$ cat config.mk
export PLATFORM = sky130hd
export DESIGN_NAME = mem_arbiter_flat
export DESIGN_NICKNAME = d
export VERILOG_FILES = /design/src/rtl/cpu_types_pkg.sv /design/src/rtl/mem_arbiter_if.sv /design/src/rtl/mem_arbiter.sv /design/src/flat_wrapper.sv
export SDC_FILE = /design/constraint.sdc
export NUM_CORES = 1
export LEC_CHECK = 0
export CAP_MARGIN = 0
export CORE_AREA = 2 2 105 107
export DETAILED_ROUTE_END_ITERATION = 10
export DIE_AREA = 0 0 107 109
export PLACE_DENSITY = 0.71
export SYNTH_ARGS = -nofsm -noshare
export SYNTH_HDL_FRONTEND = slang
export SYNTH_SLANG_ARGS = --single-unit
export TNS_END_PERCENT = 20
$ cat constraint.sdc
create_clock -name CLK -period 1.5 [get_ports CLK]
set_input_delay 0.3 -clock CLK [delete_from_list [all_inputs] [get_ports CLK]]
set_output_delay 0.3 -clock CLK [all_outputs]
set_load 0.05 [all_outputs]
$ cat src/rtl/cpu_types_pkg.sv
// Shared CPU memory-side types: RAM status codes and arbiter FSM states.
package cpu_types_pkg;

  typedef enum logic [1:0] {
    FREE   = 2'd0,
    BUSY   = 2'd1,
    ACCESS = 2'd2,
    ERROR  = 2'd3
  } ramstate_t;

  typedef enum logic [1:0] {
    IDLE  = 2'd0,
    GNT_D = 2'd1,
    GNT_I = 2'd2
  } arb_state_t;

endpackage

$ cat src/rtl/mem_arbiter_if.sv
// Bundle of CPU-side fetch/data requests and the single RAM port behind the arbiter.
interface mem_arbiter_if
  import cpu_types_pkg::*;
#(
  parameter int unsigned ADDR_W = 32,
  parameter int unsigned DATA_W = 32
);
  // instruction fetch path
  logic              iREN;
  logic [ADDR_W-1:0] iaddr;
  logic              iwait;
  logic [DATA_W-1:0] iload;
  // data path
  logic              dREN;
  logic              dWEN;
  logic [ADDR_W-1:0] daddr;
  logic [DATA_W-1:0] dstore;
  logic              dwait;
  logic [DATA_W-1:0] dload;
  // RAM port
  logic              ramREN;
  logic              ramWEN;
  logic [ADDR_W-1:0] ramaddr;
  logic [DATA_W-1:0] ramstore;
  logic [DATA_W-1:0] ramload;
  ramstate_t         ramstate;

  modport slave (
    input  iREN, iaddr, dREN, dWEN, daddr, dstore, ramload, ramstate,
    output iwait, iload, dwait, dload, ramREN, ramWEN, ramaddr, ramstore
  );

  modport master (
    output iREN, iaddr, dREN, dWEN, daddr, dstore, ramload, ramstate,
    input  iwait, iload, dwait, dload, ramREN, ramWEN, ramaddr, ramstore
  );
endinterface

$ cat src/rtl/mem_arbiter.sv
// Single-port RAM arbiter: data requests win, but instruction fetch is forced
// after MAX_DSTREAK consecutive data completions while a fetch is pending.
module mem_arbiter
  import cpu_types_pkg::*;
#(
  parameter int unsigned ADDR_W      = 32,
  parameter int unsigned DATA_W      = 32,
  parameter int unsigned MAX_DSTREAK = 4
) (
  input  logic          CLK,
  input  logic          nRST,
  mem_arbiter_if.slave  bus
);

  localparam int unsigned STREAK_W = $clog2(MAX_DSTREAK + 1);
  localparam logic [STREAK_W-1:0] STREAK_MAX = STREAK_W'(MAX_DSTREAK);

  arb_state_t          state;
  logic [STREAK_W-1:0] dstreak;
  logic                d_req;
  logic                d_done;
  logic                i_done;
  logic                force_i;

  always_comb begin
    d_req   = bus.dREN | bus.dWEN;
    d_done  = (state == GNT_D) && d_req && (bus.ramstate == ACCESS);
    i_done  = (state == GNT_I) && bus.iREN && (bus.ramstate == ACCESS);
    force_i = bus.iREN && (dstreak == STREAK_MAX);
  end

  // State register with arbitration and saturating starvation counter.
  always_ff @(posedge CLK) begin
    if (!nRST) begin
      state   <= IDLE;
      dstreak <= '0;
    end else begin
      case (state)
        IDLE: begin
          if (d_req && !force_i)  state <= GNT_D;
          else if (bus.iREN)      state <= GNT_I;
          else                    state <= IDLE;
        end
        GNT_D: begin
          // abort and completion both return to IDLE; ERROR keeps retrying
          if (!d_req || d_done)   state <= IDLE;
        end
        GNT_I: begin
          if (!bus.iREN || i_done) state <= IDLE;
        end
        default: state <= IDLE;
      endcase

      if (!bus.iREN || i_done)
        dstreak <= '0;
      else if (d_done && (dstreak != STREAK_MAX))
        dstreak <= dstreak + STREAK_W'(1);
    end
  end

  // Combinational RAM drive and wait/load returns from state plus inputs.
  always_comb begin
    bus.ramREN   = 1'b0;
    bus.ramWEN   = 1'b0;
    bus.ramaddr  = '0;
    bus.ramstore = '0;
    bus.iwait    = 1'b1;
    bus.dwait    = 1'b1;
    bus.iload    = DATA_W'(bus.ramload);
    bus.dload    = DATA_W'(bus.ramload);
    case (state)
      GNT_D: begin
        bus.ramaddr  = ADDR_W'(bus.daddr);
        bus.ramstore = DATA_W'(bus.dstore);
        bus.ramREN   = bus.dREN;
        bus.ramWEN   = bus.dWEN;
        bus.dwait    = !d_done;
      end
      GNT_I: begin
        bus.ramaddr  = ADDR_W'(bus.iaddr);
        bus.ramREN   = bus.iREN;
        bus.iwait    = !i_done;
      end
      default: ;
    endcase
  end

endmodule

$ cat src/flat_wrapper.sv
// flat-port wrapper written by rule: the top's interface ports become plain ports
module mem_arbiter_flat import cpu_types_pkg::*;
#(
  parameter int unsigned ADDR_W      = 32,
  parameter int unsigned DATA_W      = 32,
  parameter int unsigned MAX_DSTREAK = 4
)
  (CLK, nRST, bus_iREN, bus_iaddr, bus_dREN, bus_dWEN, bus_daddr, bus_dstore, bus_ramload, bus_ramstate, bus_iwait, bus_iload, bus_dwait, bus_dload, bus_ramREN, bus_ramWEN, bus_ramaddr, bus_ramstore);
  mem_arbiter_if #(.ADDR_W(ADDR_W), .DATA_W(DATA_W)) bus_i ();
  input  logic CLK;
  input  logic nRST;
  input wire logic [$bits(bus_i.iREN)-1:0] bus_iREN;
  input wire logic [$bits(bus_i.iaddr)-1:0] bus_iaddr;
  input wire logic [$bits(bus_i.dREN)-1:0] bus_dREN;
  input wire logic [$bits(bus_i.dWEN)-1:0] bus_dWEN;
  input wire logic [$bits(bus_i.daddr)-1:0] bus_daddr;
  input wire logic [$bits(bus_i.dstore)-1:0] bus_dstore;
  input wire logic [$bits(bus_i.ramload)-1:0] bus_ramload;
  input wire logic [$bits(bus_i.ramstate)-1:0] bus_ramstate;
  output wire logic [$bits(bus_i.iwait)-1:0] bus_iwait;
  output wire logic [$bits(bus_i.iload)-1:0] bus_iload;
  output wire logic [$bits(bus_i.dwait)-1:0] bus_dwait;
  output wire logic [$bits(bus_i.dload)-1:0] bus_dload;
  output wire logic [$bits(bus_i.ramREN)-1:0] bus_ramREN;
  output wire logic [$bits(bus_i.ramWEN)-1:0] bus_ramWEN;
  output wire logic [$bits(bus_i.ramaddr)-1:0] bus_ramaddr;
  output wire logic [$bits(bus_i.ramstore)-1:0] bus_ramstore;
  assign bus_i.iREN = bus_iREN;
  assign bus_i.iaddr = bus_iaddr;
  assign bus_i.dREN = bus_dREN;
  assign bus_i.dWEN = bus_dWEN;
  assign bus_i.daddr = bus_daddr;
  assign bus_i.dstore = bus_dstore;
  assign bus_i.ramload = bus_ramload;
  assign bus_i.ramstate = bus_ramstate;
  assign bus_iwait = bus_i.iwait;
  assign bus_iload = bus_i.iload;
  assign bus_dwait = bus_i.dwait;
  assign bus_dload = bus_i.dload;
  assign bus_ramREN = bus_i.ramREN;
  assign bus_ramWEN = bus_i.ramWEN;
  assign bus_ramaddr = bus_i.ramaddr;
  assign bus_ramstore = bus_i.ramstore;
  mem_arbiter #(.ADDR_W(ADDR_W), .DATA_W(DATA_W), .MAX_DSTREAK(MAX_DSTREAK)) u_core (.CLK(CLK), .nRST(nRST), .bus(bus_i));
endmodule
* After elaboration in Yosys (flattened, before gate mapping)
Index checks and enable logic that the tools add are counted.
** Cells by class
- Add/subtract/negate cells :: 1
- Eq/ne operators :: 7
- Multiplexer cells :: 11
- Bitwise logic cells :: 2
- Reductions and logical operators :: 17
** Operators with widths (count)
- case mux 32 bit (2 select lines) :: 1
- two-way mux 32 bit :: 1
- two-way mux 2 bit :: 4
- logical AND 1 bit :: 7
- case mux 2 bit (3 select lines) :: 1
- logical NOT 1 bit :: 5
- equality test 2 bit (second input constant) :: 2
- != test 2 bit (second input constant) :: 2
- adder 3 x 1 -> 3 bit (second input constant) :: 1
- equality test 3 bit (second input constant) :: 1
- two-way mux 1 bit :: 3
- != test 3 bit (second input constant) :: 1
- equality test 2 x 1 -> 1 bit (second input constant) :: 1
- logical NOT 2 bit :: 1
- logical OR 1 bit :: 2
- case mux 1 bit (2 select lines) :: 1
- AND reduction 2 bit :: 1
- OR reduction 2 bit :: 1
- inverter 1 bit :: 1
- bitwise OR 1 bit :: 1
** Word-level totals
- Bits in registers :: 5
- Output and inout port bits :: 132
- Word-level logic and storage cells :: 40

* Longest topological paths before layout
- Depth in word-level cells :: 6
- Depth in mapped cells :: 6
- Mapped depth without buffers :: 5

* Least setup slack after synthesis
Ideal clock, no wire load.
- Path type :: register to output
- Start :: reg u_core.state[1]
- End :: out bus_ramREN
- Data arrival time :: 1.935 ns
- Data required time :: 1.200 ns
- Slack :: -0.735 ns
- Cell stages (with the launch flop) :: 6
- Path buffers :: 1
- Cell sequence :: dfxtp_1 -> inv_1 -> ha_1 -> buf_2 -> nand2_1 -> a21boi_0
** On the way
- Longest elaborated chain between the ends :: 2
- Elaborated cells between the ends (all ways) :: 3
** Ends and longest elaborated chain
- start: declaration :: RTL line mem_arbiter.sv:18 : arb_state_t state;
- start signal: assignment :: RTL line mem_arbiter.sv:35 : state <= IDLE;
- start signal: assignment :: RTL line mem_arbiter.sv:40 : if (d_req && !force_i) state <= GNT_D;
- start signal: assignment :: RTL line mem_arbiter.sv:41 : else if (bus.iREN) state <= GNT_I;
- equality test 2 bit or equality test 2 x 1 -> 1 bit (tied branches) :: RTL line mem_arbiter.sv:71 : case (state)
- case mux 1 bit (2 select lines) * :: RTL line mem_arbiter.sv:71
- end: declaration :: RTL line flat_wrapper.sv:24 : output wire logic [$bits(bus_i.ramREN)-1:0] bus_ramREN;
Every way passes the cells marked *; elsewhere a longest branch is shown, timed or not.

* Worst setup path after layout
Same ends and word-level chain as after synthesis.

==> impl_metrics.env <==
export IMPL_gr_total_overflow=0
export IMPL_final_max_slew_violation_count=0
export IMPL_hold_start="u_core.dstreak[1]"
export IMPL_synth_seq_cells=5
export IMPL_yosys_top_cells_count="65 x buf_4, 33 x and2_1, 33 x nor2b_1"
export IMPL_numCtsBuffers=3
export IMPL_start_kind="flop"
export IMPL_dp_cells=466
export IMPL_core_area_um2=10600
export IMPL_clock_path_buffers=2
export IMPL_yosys_area_top_type_share_pct=30.9
export IMPL_crit_type="flop to output pin"
export IMPL_setup_tns_ns=-16.64
export IMPL_r2r_start="u_core.state[1]"
export IMPL_via_per_inst=4.11
export IMPL_cp_data_arrival_time_ns=1.49
export IMPL_yosysTopAreaCell="buf_4"
export IMPL_max_slew_margin_pct=78.2
export IMPL_drive_gt1_share_pct=59.1
export IMPL_cts_max_level=1
export IMPL_n_fill_cell=954
export IMPL_nets=481
export IMPL_fmax_mhz=557
export IMPL_ctsHoldBuffers=0
export IMPL_finClkSkew_ns=0.00417
export IMPL_ff2ff_setup_slack_ns=-0.04
export IMPL_worst_path_max_fanout=4
export IMPL_yosys_warnings=0
export IMPL_tightest_slew_ns=0.325
export IMPL_setup_slack_ns=-0.295
export IMPL_start_util_pct=14.9
export IMPL_yosysSeqAreaShare_pct=6.34
export IMPL_wirelength_mm=8.17
export IMPL_syn_area_per_cell_um2=7.11
export IMPL_power_leakage_nw=1.63
export IMPL_whs_path_depth=2
export IMPL_status="complete, but fails checks"
export IMPL_num_vias=1974
export IMPL_final_cells=480
export IMPL_io_pins=267
export IMPL_r2r_end="u_core.dstreak[0]"
export IMPL_hold_viol=0
export IMPL_clk_pin_slew_ns=0.04
export IMPL_synth_cell_types=26
export IMPL_gp_congestion=0.782
export IMPL_wl_per_cell_um=17.0
export IMPL_min_period_ns=1.79
export IMPL_dp_slack_ns=-0.239
export IMPL_drtAntennaViolNets=0
export IMPL_grt_pass1_wl_mm=11.3
export IMPL_reg2regPathDepth=6
export IMPL_syn_nets=362
export IMPL_grt_usage_pct=12.4
export IMPL_irDropWorstVdd_uv=284
export IMPL_die_w_um=107
export IMPL_antennaDiodeCount=0
export IMPL_synthMostInstantiatedCell="buf_4"
export IMPL_synth_edf_count=0
export IMPL_synth_top_cells_by_area="buf_4 31%, a22oi_1 15%, and2_1 13%, nor2b_1 13%, dfxtp_1 6.3%"
export IMPL_drtIter0Drc=90
export IMPL_cts_tree="built"
export IMPL_grt_max_degree=18
export IMPL_synth_flop_cell="dfxtp_1"
export IMPL_min_period_over_period_pct=120
export IMPL_grt_pass1_vias=2042
export IMPL_drc_errors=0
export IMPL_min_to="u_core.dstreak[1]"
export IMPL_die_area_um2=11700
export IMPL_async_reset_ff_share_pct=0
export IMPL_maxCapViolCount=0
export IMPL_cts_root_buf="clkbuf_8"
export IMPL_setup_viol=70
export IMPL_p_per_area_nw_per_um2=562
export IMPL_insertion_delay_ns=0.23
export IMPL_rsz0062_at_grt="true"
export IMPL_synth_area_um2=1580
export IMPL_required_ns=1.20
export IMPL_io_buffers=170
export IMPL_antenna_found_initial=0
export IMPL_die_h_um=109
export IMPL_hpwl_mm=5.89
export IMPL_drt_pass1_iter_count=2
export IMPL_violations="setup timing"
export IMPL_min_path_type="flop to flop"
export IMPL_area_delta_synth_final_pct=189
export IMPL_cts_sinks=5
export IMPL_netlist_instances=222
export IMPL_std_cell_rows=38
export IMPL_crit_path_end_kind="output pin"
==> area by class of cell <==
class | instances | area, um2 | area share, %
Timing Repair Buffer | 194 | 2780 | 60.9
Tap cell | 140 | 175 | 3.84
Clock buffer | 4 | 45.0 | 0.988
Inverter | 4 | 20.0 | 0.439
Multi-Input combinational cell | 133 | 1440 | 31.5
Sequential cell | 5 | 105 | 2.31
==> metal layers <==
| layer | global-route usage, % | routed length [um] |
|---|---|---|
| met2 | 24.7 | 4590 |
| met3 | 3.23 | 604 |
| met1 | 12.9 | 2840 |
| met4 | 3.34 | 136 |
| met5 | 0 | 0 |
==> power by group <==
| part | switching [mW] | internal [mW] | leakage (nW) | total, mW |
|---|---|---|---|---|
| registers | 0.00806 | 0.140 | 0.0417 | 0.148 |
| clock network | 0.0705 | 0.183 | 0.0228 | 0.253 |
| logic | 0.953 | 1.21 | 1.56 | 2.16 |
==> stage by stage <==
step | power [mW] | hold slack, ns | util, % | cell area (um2)
CTS | 2.40 | 0.498 | 40.9 | 4340
global placement | 1.93 | 0.466 | 37.6 | 3990
finish | 2.56 | 0.499 | 43.0 | 4560
detailed placement | 1.95 | 0.483 | 37.6 | 3990
floorplan | 1.50 | 0.455 | - | 1890
global route | 2.67 | 0.535 | 43.0 | 4560
==> cells in the final DEF, fill, tap and decap left out, types with 3 or more instances in the layout <==
cell type / synthesis / final
nand3_1: 3 / 3
and2_4: 0 / 32
buf_4: 65 / 8
a22oi_2: 0 / 31
clkbuf_8: 0 / 3
nand2_1: 6 / 5
buf_6: 0 / 3
mux2i_1: 4 / 4
dfxtp_1: 5 / 3
buf_16: 0 / 3
nand4_1: 5 / 5
nor2b_4: 0 / 31
ha_4: 0 / 3
clkbuf_16: 0 / 6
buf_12: 0 / 70
clkdlybuf4s50_1: 0 / 101
==> sequential cells by signal, indices dropped and copies added (netlist names) <==
name            cells
u_core.dstreak      3
u_core.state        2
==> worst max-delay path, stage by stage, from the launching register on <==
cell and delay [ns]:
dfxtp_2 0.35, buf_6 0.11, ha_4 0.20, buf_4 0.16, nand2_1 0.11, a21boi_4 0.18, buf_12 0.15
==> worst max path at each step <==
| stage | from | slack [ns] | end |
|---|---|---|---|
| 4_1_cts | u_core.state[1] | -0.29 | bus_dwait |
| 3_3_place_gp | bus_ramstate[0] | -0.21 | u_core.state[0] |
| 2_1_floorplan | u_core.state[1] | -0.08 | bus_ramaddr[0] |
| 5_1_grt | u_core.state[0] | -0.33 | bus_ramaddr[6] |
| 3_5_place_dp | bus_ramstate[0] | -0.24 | u_core.state[1] |
| 6_report | u_core.state[1] | -0.29 | bus_ramREN |
==> cell families (layout without fill, tap and decap cells) <==
family	Yosys count	count (layout)	synth area share (%)
buf+inv	84	202	36.0
mux	4	4	2.54
fa+ha+maj	5	5	3.96
flops	5	5	6.34
simple gates	84	84	32.1
compound gates	40	40	19.1
==> repair_timing <==
item	4_1_cts	5_1_grt
endpoints found under the setup margin	72	72
pin swaps	5	6
cloned	3	6
gates resized for setup	54	37
setup buffers	1	0
Note: power is estimated with default switching activity, not from simulation.
